===== src/rtl/cpu_pkg.sv =====
`default_nettype none
// ============================================================================
// Module      : cpu_pkg
// Description : Shared CPU word width, NOP encoding, PC step and IF/ID entry.
// Revision    : 1.0
// ============================================================================
package cpu_pkg;

    localparam int unsigned WORD_W = 32;
    localparam logic [WORD_W-1:0] NOP     = 32'h0000_0000;
    localparam logic [WORD_W-1:0] PC_STEP = 32'd4;

    typedef struct packed {
        logic [WORD_W-1:0] pc;
        logic [WORD_W-1:0] pc_plus4;
        logic [WORD_W-1:0] instr;
    } if_entry_t;

endpackage
`default_nettype wire


===== src/rtl/queue_storage.sv =====
`default_nettype none
// ============================================================================
// Module      : queue_storage
// Description : DEPTH x DATA_W register array, one write port, async read port.
// Revision    : 1.0
// ============================================================================
module queue_storage #(
    parameter int unsigned DEPTH  = 2,
    parameter int unsigned DATA_W = 96,
    parameter int unsigned ADDR_W = $clog2(DEPTH)
) (
    input  logic              clock,
    input  logic              we,
    input  logic [ADDR_W-1:0] waddr,
    input  logic [DATA_W-1:0] wdata,
    input  logic [ADDR_W-1:0] raddr,
    output logic [DATA_W-1:0] rdata
);

    logic [DATA_W-1:0] mem_q [DEPTH];

    // Contents are never reset; the top masks outputs with its own valid state.
    always_ff @(posedge clock) begin
        if (we) begin
            mem_q[waddr] <= wdata;
        end
    end

    assign rdata = mem_q[raddr];

endmodule
`default_nettype wire


===== src/rtl/if_id_queue.sv =====
`default_nettype none
// ============================================================================
// Module      : if_id_queue
// Description : Fetch-to-decode FIFO with flush; presents {pc, pc+4, instr}.
// Revision    : 1.0
// ============================================================================
module if_id_queue
    import cpu_pkg::*;
#(
    parameter int unsigned DEPTH = 2,
    parameter int unsigned WIDTH = WORD_W
) (
    input  logic             clock,
    input  logic             reset,
    input  logic [WIDTH-1:0] pc_in,
    input  logic [WIDTH-1:0] instr_in,
    input  logic             fetch_valid,
    output logic             fetch_ready,
    input  logic             flush,
    output logic             id_valid,
    input  logic             id_ready,
    output logic [WIDTH-1:0] id_pc,
    output logic [WIDTH-1:0] id_pc_plus4,
    output logic [WIDTH-1:0] id_instr
);

    localparam int unsigned PTR_W   = $clog2(DEPTH);
    localparam int unsigned CNT_W   = PTR_W + 1;
    localparam int unsigned ENTRY_W = 3 * WIDTH;
    localparam logic [CNT_W-1:0] C_FULL  = CNT_W'(DEPTH);
    localparam logic [WIDTH-1:0] C_NOP   = WIDTH'(NOP);
    localparam logic [WIDTH-1:0] C_STEP  = WIDTH'(PC_STEP);

    logic [PTR_W-1:0]   wr_ptr_q, wr_ptr_d;
    logic [PTR_W-1:0]   rd_ptr_q, rd_ptr_d;
    logic [CNT_W-1:0]   count_q,  count_d;
    logic               push, pop;
    logic [WIDTH-1:0]   pc_plus4;
    logic [ENTRY_W-1:0] wdata, rdata;

    // Full/empty come only from registered count: no id_ready -> fetch_ready path.
    assign fetch_ready = (count_q != C_FULL);
    assign id_valid    = (count_q != '0);
    assign push        = fetch_valid & fetch_ready & ~flush;
    assign pop         = id_valid & id_ready & ~flush;

    // Carry out of the adder is intentionally dropped (PC wraps modulo 2^WIDTH).
    assign pc_plus4 = pc_in + C_STEP;
    assign wdata    = {pc_in, pc_plus4, instr_in};

    always_comb begin
        wr_ptr_d = wr_ptr_q;
        rd_ptr_d = rd_ptr_q;
        count_d  = count_q;
        if (flush) begin
            wr_ptr_d = '0;
            rd_ptr_d = '0;
            count_d  = '0;
        end else begin
            if (push) begin
                wr_ptr_d = wr_ptr_q + PTR_W'(1);
            end
            if (pop) begin
                rd_ptr_d = rd_ptr_q + PTR_W'(1);
            end
            case ({push, pop})
                2'b10:   count_d = count_q + CNT_W'(1);
                2'b01:   count_d = count_q - CNT_W'(1);
                default: count_d = count_q;
            endcase
        end
    end

    always_ff @(posedge clock or posedge reset) begin
        if (reset) begin
            wr_ptr_q <= '0;
            rd_ptr_q <= '0;
            count_q  <= '0;
        end else begin
            wr_ptr_q <= wr_ptr_d;
            rd_ptr_q <= rd_ptr_d;
            count_q  <= count_d;
        end
    end

    queue_storage #(
        .DEPTH  (DEPTH),
        .DATA_W (ENTRY_W),
        .ADDR_W (PTR_W)
    ) u_storage (
        .clock (clock),
        .we    (push),
        .waddr (wr_ptr_q),
        .wdata (wdata),
        .raddr (rd_ptr_q),
        .rdata (rdata)
    );

    assign id_pc       = id_valid ? rdata[ENTRY_W-1 -: WIDTH]   : '0;
    assign id_pc_plus4 = id_valid ? rdata[2*WIDTH-1 -: WIDTH]   : '0;
    assign id_instr    = id_valid ? rdata[WIDTH-1:0]            : C_NOP;

endmodule
`default_nettype wire


===== config.mk =====
export PLATFORM = sky130hd
export DESIGN_NAME = if_id_queue
export DESIGN_NICKNAME = d
export VERILOG_FILES = /design/src/rtl/cpu_pkg.sv /design/src/rtl/queue_storage.sv /design/src/rtl/if_id_queue.sv
export SDC_FILE = /design/constraint.sdc
export NUM_CORES = 1
export LEC_CHECK = 0
export ABC_AREA = 0
export CAP_MARGIN = 10
export CORE_ASPECT_RATIO = 1.1
export CORE_MARGIN = 2
export CORE_UTILIZATION = 30
export DETAILED_ROUTE_END_ITERATION = 8
export HOLD_SLACK_MARGIN = 0.05
export SYNTH_ARGS = -nofsm -noshare
export SYNTH_HDL_FRONTEND = slang
export SYNTH_SLANG_ARGS = --single-unit

===== constraint.sdc =====
create_clock -name clock -period 9.25 [get_ports clock]
set_input_delay 0.925 -clock clock [delete_from_list [all_inputs] [get_ports clock]]
set_output_delay 0.925 -clock clock [all_outputs]
set_load 0.05 [all_outputs]

### Word level (Yosys, flattened, before mapping)

Memories as Yosys holds them, arrays and structs flattened.
Cells that the tools add are included.

* register bits: 4
* latch bits: 0
* memory bits (writable): 192
* memory bits (read-only): 0
* input port bits: 69
* output and inout port bits: 98
* word-level logic and storage cells: 32
* memories kept: 1

Memories
* u_storage.mem_q: words 2, width 96, read ports 1, clocked after Yosys merged registers in 0, write ports 1, line queue_storage.sv:20 `logic [DATA_W-1:0] mem_q [DEPTH];`

* add/sub/neg operators: 5
* $mul: 0
* div/mod/pow operators: 0
* $lt $le $gt $ge: 0
* equality and inequality tests: 3
* shifts and indexed selects: 0
* mux-type cells: 11
* bitwise gates (word level): 5
* reduce and logical (&&, ||, !) cells: 4

Operators by type and width (count)
* 32-bit two-way mux: 3
* 32-bit by 3-bit adder with 32-bit output, second input constant: 1
* 1-bit two-way mux: 6
* 2-bit nonzero test: 3
* 1-bit bitwise AND: 4
* 2-bit one-hot mux with 2 select lines: 1
* 3-bit nonzero test: 1
* 1-bit adder, second input constant: 2
* 2-bit by 1-bit adder with 2-bit output, second input constant: 1
* 2-bit by 1-bit equality test with 1-bit output, second input constant: 1
* 2-bit equality test, second input constant: 1
* 2-bit two-way mux: 1
* 2-bit inequality test, second input constant: 1
* 2-bit by 1-bit subtractor with 2-bit output, second input constant: 1
* 1-bit NOT: 1

### Depth between registers and ports, before layout

Gate-level depths: netlist (run 1).

* depth after elaboration: 6
* mapped depth: 5
* gate-level depth less buffers: 5

### By module

Synthesis (run 1) repeated with hierarchy kept, for this count alone.

* cells, all modules: 513
* area, all modules: 8589.5 sq um

Modules (own cells, without submodules)
* queue_storage: instances 1, cells each 301, area an instance 7140.6 sq um, sequential area each 5765.5 sq um
* if_id_queue: instances 1, cells each 212, area an instance 1448.9 sq um, sequential area each 100.1 sq um

### Worst setup path before layout (run 1)

No wires, ideal clock.

* path type: reg-to-reg
* start point: register count_q[0]
* end point: memory u_storage.mem_q[1][0], enable pin
* data arrival time: 7.931 ns
* required time: 8.567 ns
* setup slack: 0.636 ns
* stages on the path, launching flop included: 4
* path buffers: 0
* period minus slack after synthesis: 8.614 ns
* path through: dfrtp_1 > nand2b_1 > nand2_1 > nor3b_1

* word-level cells in the longest chain between the ends: 5

Ends and longest elaborated chain
* start, declared: line if_id_queue.sv:36 `logic [CNT_W-1:0] count_q, count_d;`
* start signal, assigned: line if_id_queue.sv:82 `count_q <= count_d;`
* 2-bit inequality test: line if_id_queue.sv:42 `assign fetch_ready = (count_q != C_FULL);`
* named net fetch_ready: line if_id_queue.sv:18 `output logic fetch_ready,`
* 1-bit bitwise AND (2 in series): line if_id_queue.sv:44 `assign push = fetch_valid & fetch_ready & ~flush;`
* 1-bit two-way mux: line queue_storage.sv:24 `if (we) begin`
* 1-bit two-way mux (not written as such): line queue_storage.sv:25 `mem_q[waddr] <= wdata;`
* end, declared: line queue_storage.sv:20

The timed path passes the listed nets, and every way through them passes these cells.

### Worst setup path in the final report (run 1)

* start point: register rd_ptr_q
* end point: output port id_pc[25]

* word-level cells in the longest chain between the ends: 2

Ends and longest elaborated chain
* start, declared: line if_id_queue.sv:35 `logic [PTR_W-1:0] rd_ptr_q, rd_ptr_d;`
* start signal, assigned: line if_id_queue.sv:81 `rd_ptr_q <= rd_ptr_d;`
* memory read 2 x 96 bit
* 32-bit two-way mux: line if_id_queue.sv:99 `assign id_pc = id_valid ? rdata[ENTRY_W-1 -: WIDTH] : '0;`
* end, declared: line if_id_queue.sv:22 `output logic [WIDTH-1:0] id_pc,`

Every way passes these cells.

==> results.toml, run 1 <==
[synth]
netlist_area_um2 = 7900
synth.most_common_cell = "edfxtp_1"
yosys-top-cells-count = "188 x edfxtp_1, 104 x nor2_1, 95 x mux2i_1"
synth_area_leader_cell = "edfxtp_1"
synth-seq-cells = 192
synthCells = 505
yosys.area.top_type_share_pct = 71.4
synth_ff_type = "edfxtp_1"
async_reset_ff_share_pct = 2.08
synth_nets = 575
avgSynthCellArea_um2 = 15.6
yosysWarnings = 0
synth_edf_count = 188
synth.area.top_cells = "edfxtp_1 71%, mux2i_1 12%, nor2_1 4.9%"
seq_area_frac_synth_pct = 72.7
synth_cell_types = 33

[clock_network]
clkTransAtPathRegs_ns = 0.08
cts.path.max_buffers = 2
cts-buffers-inserted = 17
h-tree-depth = 4
cts_root_buf = "clkbuf_16"
clock_latency_ns = 0.42
cts_resized = 0
post_cts.repair.setup_buffers = 0
tritoncts = "yes"
cts_sinks = 192
ctsHoldBuffers = 0

[critical_path]
timing.rr.start = "count_q[0]"
cp.required_ns = 8.33
r2r_cells = 4
slowest_delay_ns = 0.88
crit_cells = 4
endpoint_kind = "output port"
rr_endpoint = "u_storage.mem_q[1][53]"
crit_slowest_cell = "buf_4"
critPathMaxFanout = 62
crit_path_start = "rd_ptr_q"
critPathKind = "flip-flop to output port"
r2r_slack_ns = 7.08
path_buf_inv = 2
cp_cell_sequence = "buf_4, mux2i_1, nor2_1, clkdlybuf4s50_1"
endpoint = "id_pc[25]"
arrival_ns = 3.47
critPathLaunchType = "flip-flop"
critPathTopFamily = "buffers and inverters"

[timing]
setup_tns_ns = 0
hold-worst-slack_ns = 0.585
drv_slew = 0
final_hold_viol_count = 0
min_period_ns = 4.39
finClkSkew_ns = 0.00843
setup_viol = 0
layout_worst_path_cycle_share_pct = 47.5
tightestPinTransition_ns = 1.12
maxSlewHeadroom_pct = 25.3
max_freq_ghz = 0.228
rsz0062_at_grt = "false"

[place]
port_buffers = 166
gp_congestion = 0.705
hpwl_mm = 11.4
post_dp_cell_area_um2 = 9960

[die]
ios = 167
initial_core_util_pct = 30.4
chipWidth_um = 159
coreArea_um2 = 26000
dieArea_um2 = 27700
core.rowCount = 62
die_h_um = 174

[power_and_ir_drop]
leakagePower_nw = 3.40
power_density_nw_per_um2 = 202
vdd.ir_drop.worst_mv = 0.104

[detailed_routing]
drtIter0Drc = 240
routed_wirelength_mm = 17.2
drc = 0
wl_per_cell_um = 16.6
via_per_inst = 4.43
vias = 4598
drt_pass1_iterations = 5
antenna_left = 0

[global_route]
grt_max_degree = 63
antenna_found_initial = 0
track_usage_pct = 12.6
grt_pass1_wl_mm = 26.7
grt_pass1_vias = 4666
grt_overflow = 0

[run]
maxCapViolCount = 0

[final_layout]
final_area_um2 = 10600
syn_to_final_growth_pct = 33.9
post-route-util_pct = 40.7
drive_gt1_share_pct = 7.74
diodes = 0
nets = 742

[outcome]
status = "completed"

[hold_path]
hp-class = "flip-flop to flip-flop"
## flip-flops by register name (all words and copies together) (netlist names)
register	cells
wr_ptr_q	1
rd_ptr_q	1
count_q	2
u_storage.mem_q	188
## kinds of logic (layout without fill, tap and decap cells)
kind of cell / Yosys count / after routing / synth area share [%]
AO/OA/AOI/OAI: 3 / 3 / 0.238
XOR/XNOR: 30 / 30 / 3.33
adder cells (fa/ha/maj): 1 / 1 / 0.158
buffers and inverters: 28 / 208 / 1.63
flip-flops: 192 / 192 / 72.7
multiplexers: 95 / 95 / 12.0
AND/OR/NAND/NOR: 156 / 156 / 9.90
## stage by stage
stage	setup slack, ns	total power, mW	std cells
global route	4.63	2.22	1037
floorplan	0.636	1.26	505
detailed placement	5.21	1.40	1005
global placement	5.22	1.40	1005
CTS	4.73	2.17	1037
finish	4.86	2.14	1037
## report_power, final
group	internal, mW	switching [mW]	leakage, nW
registers	0.996	0.0154	1.78
logic	0.127	0.234	1.32
clock network	0.415	0.352	0.306
## worst min-delay path by stage
| stage | depth (start not counted) | endpoint | start |
|---|---|---|---|
| global route | 2 | wr_ptr_q | wr_ptr_q |
| finish | 2 | wr_ptr_q | wr_ptr_q |
| global placement | 2 | wr_ptr_q | wr_ptr_q |
| floorplan | 2 | wr_ptr_q | wr_ptr_q |
| CTS | 2 | wr_ptr_q | wr_ptr_q |
| detailed placement | 2 | wr_ptr_q | wr_ptr_q |
## cells in the final DEF, fill, tap and decap left out, types with 2 or more instances in the layout
| cell type | Yosys | layout |
|---|---|---|
| and3_1 | 2 | 2 |
| buf_4 | 2 | 6 |
| bufinv_16 | 0 | 2 |
| clkbuf_16 | 0 | 17 |
| clkdlybuf4s50_1 | 0 | 166 |
| clkinv_4 | 0 | 2 |
| clkinv_8 | 0 | 2 |
| dfrtp_1 | 4 | 3 |
| edfxtp_1 | 188 | 188 |
| inv_1 | 4 | 4 |
| inv_6 | 0 | 4 |
| inv_8 | 0 | 4 |
| mux2i_1 | 95 | 95 |
| nand2_1 | 10 | 10 |
| nand2b_1 | 2 | 2 |
| nand3_1 | 11 | 11 |
| nand4_1 | 10 | 10 |
| nand4_4 | 2 | 2 |
| nor2_1 | 104 | 103 |
| nor3_4 | 2 | 2 |
| nor3b_2 | 1 | 2 |
| nor4_2 | 3 | 3 |
| xnor2_1 | 21 | 21 |
| xor2_1 | 9 | 9 |
## worst reg2reg max path: stages (launching register included)
cell	delay, ns
dfrtp_1	0.46
nand2b_1	0.18
nand2_1	0.14
nor3b_2	0.22
buf_4	0.66
## final cells by class
cell class | instances | area, um^2
Clock buffer | 17 | 425
Inverter | 4 | 15.0
Fill cell | 2404 | 15400
Multi-Input combinational cell | 285 | 2040
Sequential cell | 192 | 5750
Tap cell | 352 | 440
Timing Repair Buffer | 172 | 1710
Clock inverter | 15 | 195
## per-layer routing
layer	global-route usage, %	part of all wire, %	vias to the layer above
li1	-	-	2200
met1	16.6	46	2258
met2	20.7	48	128
met3	2.62	4.4	12
met4	4.20	1.1	0
met5	0	0	-
Power figures use the tool's default switching activity.
==> run 2: changes to the inputs <==
==> constraint.sdc (replaced) <==
create_clock -name clock -period 4 [get_ports clock]
set_input_delay 0.4 -clock clock [delete_from_list [all_inputs] [get_ports clock]]
set_output_delay 0.4 -clock clock [all_outputs]
set_load 0.05 [all_outputs]
==> run 2 against run 1 <==
  * Final cell count up 0.48%
  * Wire length up 2.8%
  * Utilization about the same
  * Setup slack worse by 3.9 ns
  * Hold slack worse by 0.40 ns
  * Non-clock buffer count up 4
  * Combinational power up 130%
  * Critical path depth unchanged
  * Count of clock-buffer cells in the layout unchanged
  * Critical path type unchanged
  * Largest cell class unchanged
  * Largest power group unchanged
==> results.toml, run 2 (synthesis results as in run 1) <==
[clock_network]
cts-buffers-inserted = 17
ctsHoldBuffers = 0
h-tree-depth = 4
cts_sinks = 192
cts.path.max_buffers = 2
tritoncts = "yes"
cts_root_buf = "clkbuf_16"
post_cts.repair.setup_buffers = 0
cts_resized = 0
clkTransAtPathRegs_ns = 0.07
clock_latency_ns = 0.42

[place]
hpwl_mm = 11.5
port_buffers = 166
pre_cts_slack_ns = 1.31
dp_cells = 1009
gp_congestion = 0.722
post_dp_cell_area_um2 = 10000

[critical_path]
critPathKind = "flip-flop to output port"
crit_slowest_cell = "clkdlybuf4s50_1"
rr_endpoint = "u_storage.mem_q[1][85]"
cp_cell_sequence = "buf_4, mux2i_1, nor2_1, clkdlybuf4s50_1"
path_buf_inv = 2
timing.rr.start = "count_q[0]"
critPathTopFamily = "buffers and inverters"
endpoint_kind = "output port"
r2r_cells = 4
arrival_ns = 2.69
cp.required_ns = 3.60
slowest_delay_ns = 0.82
critPathLaunchType = "flip-flop"
r2r_slack_ns = 1.81
critPathMaxFanout = 28

[die]
initial_core_util_pct = 30.4
core.rowCount = 62
die_h_um = 174
ios = 167
chipWidth_um = 159
coreArea_um2 = 26000
dieArea_um2 = 27700

[power_and_ir_drop]
total_power_mw = 4.83
leakagePower_nw = 3.41
power_density_nw_per_um2 = 456
vdd.ir_drop.worst_mv = 0.254

[final_layout]
top_register = "u_storage.mem_q"
syn_to_final_growth_pct = 34.0
largest_reg_flops = 188
final_area_um2 = 10600
final_common_cell = "edfxtp_1"
nets = 746
drive_gt1_share_pct = 8.27
final_cells = 1042
layout_common_cells = "188 x edfxtp_1, 166 x clkdlybuf4s50_1, 103 x nor2_1"
post-route-util_pct = 40.7
largest_registers = "u_storage.mem_q x188, count_q x2"
fillers = 2422

[timing]
setup_ws_ns = 0.909
setup_viol = 0
rsz0062_at_grt = "false"
drv_slew = 0
tightestPinTransition_ns = 0.934
finClkSkew_ns = 0.00883
maxSlewHeadroom_pct = 37.7
max_freq_ghz = 0.324
final_hold_viol_count = 0
layout_worst_path_cycle_share_pct = 77.3
min_period_ns = 3.09

[detailed_routing]
wl_per_cell_um = 17.0
via_per_inst = 4.41
routed_wirelength_mm = 17.7
antenna_left = 0
drtIter0Drc = 260
vias = 4596
drc = 0
drt_pass1_iterations = 4

[global_route]
track_usage_pct = 12.9
grt_pass1_vias = 4736
grt_pass1_wl_mm = 27.5
grt_max_degree = 62
antenna_found_initial = 0
grt_overflow = 0

[outcome]
status = "completed"

[hold_path]
hp-class = "input pin to asynchronous set/reset pin"

[run]
maxCapViolCount = 0
[run 2: per-stage QoR]
step	hold WS (ns)	setup TNS, ns
finish	0.183	0
global route	0.182	0
CTS	0.167	0
detailed placement	0.610	0
global placement	0.597	0
floorplan	0.166	-1.31
[run 2: layer usage]
layer	track usage, %	vias up	wire [um]
met4	3.40	0	177
li1	-	2207	-
met5	0	-	0
met1	16.8	2256	7930
met2	21.7	120	8710
met3	3.15	13	869
[run 2: worst max path at each step]
stage               startpoint               endpoint  slack (ns)  cells past startpoint
floorplan           count_q[0]  u_storage.mem_q[1][0]       -0.01                      3
global placement      rd_ptr_q        id_pc_plus4[15]        1.33                      4
detailed placement    rd_ptr_q              id_pc[13]        1.31                      4
CTS                   rd_ptr_q              id_pc[13]        0.82                      4
global route          rd_ptr_q              id_pc[13]        0.77                      4
finish                rd_ptr_q              id_pc[13]        0.91                      4
[run 2: final cells by class]
type                       count  area [um^2]  share of cell area (%)
sequential                   192         5750                    54.3
clock buffer                  17          425                    4.02
antenna                        1         2.50                  0.0236
tap                          352          440                    4.16
multi-input combinational    285         2060                    19.4
timing repair buffer         176         1750                    16.5
clock inverter                15          145                    1.37
inverter                       4         15.0                   0.142
[run 2: worst register-to-register path: stages, from the launching register on]
cell,delay (ns)
dfrtp_1,0.46
nand2b_1,0.19
nand2_1,0.18
nor3b_4,0.22
buf_4,0.73
[run 2: report_power, final]
| part | switching [mW] | total, mW | internal (mW) |
|---|---|---|---|
| sequential | 0.0341 | 2.34 | 2.30 |
| clock | 0.816 | 1.65 | 0.830 |
| combinational | 0.547 | 0.845 | 0.298 |
==> variant, RTL diff (flow settings as in run 2) <==
Change the package constant `WORD_W` from 32 to 24.
--- a/src/rtl/cpu_pkg.sv
+++ b/src/rtl/cpu_pkg.sv
@@ -8,3 +8,3 @@
 
-    localparam int unsigned WORD_W = 32;
+    localparam int unsigned WORD_W = 24;
     localparam logic [WORD_W-1:0] NOP     = 32'h0000_0000;
Interface: changed (5 resized); port bits go from 167 to 127. No check against the original RTL was run, so the function may have changed too.
==> variant against run 2 <==
Critical path type unchanged. Largest power group unchanged. Cell count shrank 26%. Cell area shrank 24%. Synthesized area shrank 26%. Total power shrank 18%. Sequential share of layout area shrank 0.82 points. Synthesized cell count shrank 25%. Worst setup slack lost 0.060 ns. Sequential cell count shrank 48. Non-clock buffer count shrank 45. Wire length shrank 32%.
==> variant: results (changes against run 2) <==
Outcome
  • Status: completed (unchanged)

STA
  • Setup Skew: 0.004795 ns (was 0.008827 ns)
  • Rel. slew slack: 34.32% (was 37.74%)

Final layout
  • Largest regs: u_storage.mem_q: 140 flops, count_q: 2 flops (was u_storage.mem_q: 188 flops, count_q: 2 flops)
  • Layout cell share with drive strength beyond 1: 7.238% (was 8.273%)
  • Final nets: 566 (was 746)

Place
  • Post-Place Cells: 740 (was 1,009)
  • PortBufs: 126 (was 166)
  • Placer Congestion: 0.7105 (was 0.7219)
  • Hpwl dp: 7917 µm (was 11,460 µm)
  • Dpl cell area: 0.007450 mm² (was 0.01001 mm²)

Pwr
  • Clock power share: 40.0% (was 34.1%)
  • Switching power: 996.3 µW (was 1.397 mW)
  • VDD IR-drop max: 0.2605 mV (was 0.2541 mV)
  • Static leakage: 2.642 nW (was 3.406 nW)

Synthesis
  • Sequential share of the synthesized area: 73.25% (was 72.72%)
  • Syn avg cell area: 15.50 µm² (was 15.65 µm²)
  • Syn Nets: 433 (was 575)
  • Post-synth EDFFs: 140 (was 188)
  • Async SR Flop Fraction: 2.778% (was 2.083%)
  • Synth top cells by count: edfxtp_1 (140), nor2_1 (80), mux2i_1 (71), xnor2_1 (14), nand3_1 (9) (was edfxtp_1 (188), nor2_1 (104), mux2i_1 (95), xnor2_1 (21), nand3_1 (11))
  • Yosys cell types: 28 (was 33)

Global routing
  • Gr usage total: 12.12% (was 12.95%)
  • Initial antenna violation count: 0 (unchanged)
  • Global-route wire length before repair: 18,550 µm (was 27,520 µm)
  • Vias in the first global route: 3,653 (was 4,736)
  • Largest net degree at the start of global routing: 71 (was 62)

Worst setup path
  • Reg2Reg Setup Slack: 1.78 ns (was 1.81 ns)
  • Worst Path Max Fanout: 35 (was 28)
  • Reg2reg end: u_storage.mem_q[1][35] (was u_storage.mem_q[1][85])
  • Arrival time at the worst endpoint: 2.75 ns (was 2.69 ns)

Route
  • DRT iter0 DRCs: 129 (was 260)
  • Routed WL per cell: 15.61 µm (was 16.98 µm)
  • Vias/cell: 4.458 (was 4.411)

Clock network
  • CTS root buf: clkbuf_16 (unchanged)
  • Reg clk slew, reported paths: 0.06 ns

Hold path
  • Hold crit path type: in -> async (unchanged)
## variant: kinds of logic after synthesis
family	count (synthesis)	synth area share, %
compound gates	3	0.3195
xor+xnor	22	3.279
fa+ha+maj	1	0.2129
buf+inv	20	1.554
flops	144	73.25
mux	71	12.10
simple gates	118	9.284
## variant: metrics by stage
step / hold WS (ns) / setup slack, ns / total power, mW / util (%)
global route: 0.1694 / 0.6619 / 4.139 / 42.00
floorplan: 0.1661 / 0.5859 / 2.181 / -
global placement: 0.5932 / 1.208 / 2.419 / 38.87
finish: 0.1735 / 0.8493 / 3.977 / 42.01
CTS: 0.1514 / 0.7618 / 4.037 / 42.00
detailed placement: 0.5962 / 1.208 / 2.427 / 38.87
## variant: worst max path at each step
stage          startpoint                    end  slack (ns)  cells past startpoint
2_1_floorplan  count_q[0]  u_storage.mem_q[1][0]        0.59                      3
3_3_place_gp     rd_ptr_q        id_pc_plus4[14]        1.21                      4
3_5_place_dp     rd_ptr_q        id_pc_plus4[11]        1.21                      4
4_1_cts          rd_ptr_q        id_pc_plus4[14]        0.76                      4
5_1_grt          rd_ptr_q           id_instr[14]        0.66                      4
6_report         rd_ptr_q        id_pc_plus4[14]        0.85                      4
## variant: final cells by class
cell class                      instances  area (µm²)
Inverter                                3       11.26
Sequential cell                       144        4308
Clock inverter                         15       173.9
Antenna cell                            1       2.502
Tap cell                              247       309.0
Clock buffer                           17       425.4
Multi-Input combinational cell        215        1510
Timing Repair Buffer                  131        1311
Fill cell                            1765       11110
## variant: per-layer routing
metal	up-vias	global-route usage, %	share of wire (%)
li1	1658	-	-
met1	1681	12.89	39
met2	92	21.97	53
met3	15	4.083	6.0
met4	0	4.742	1.5
met5	-	0	0
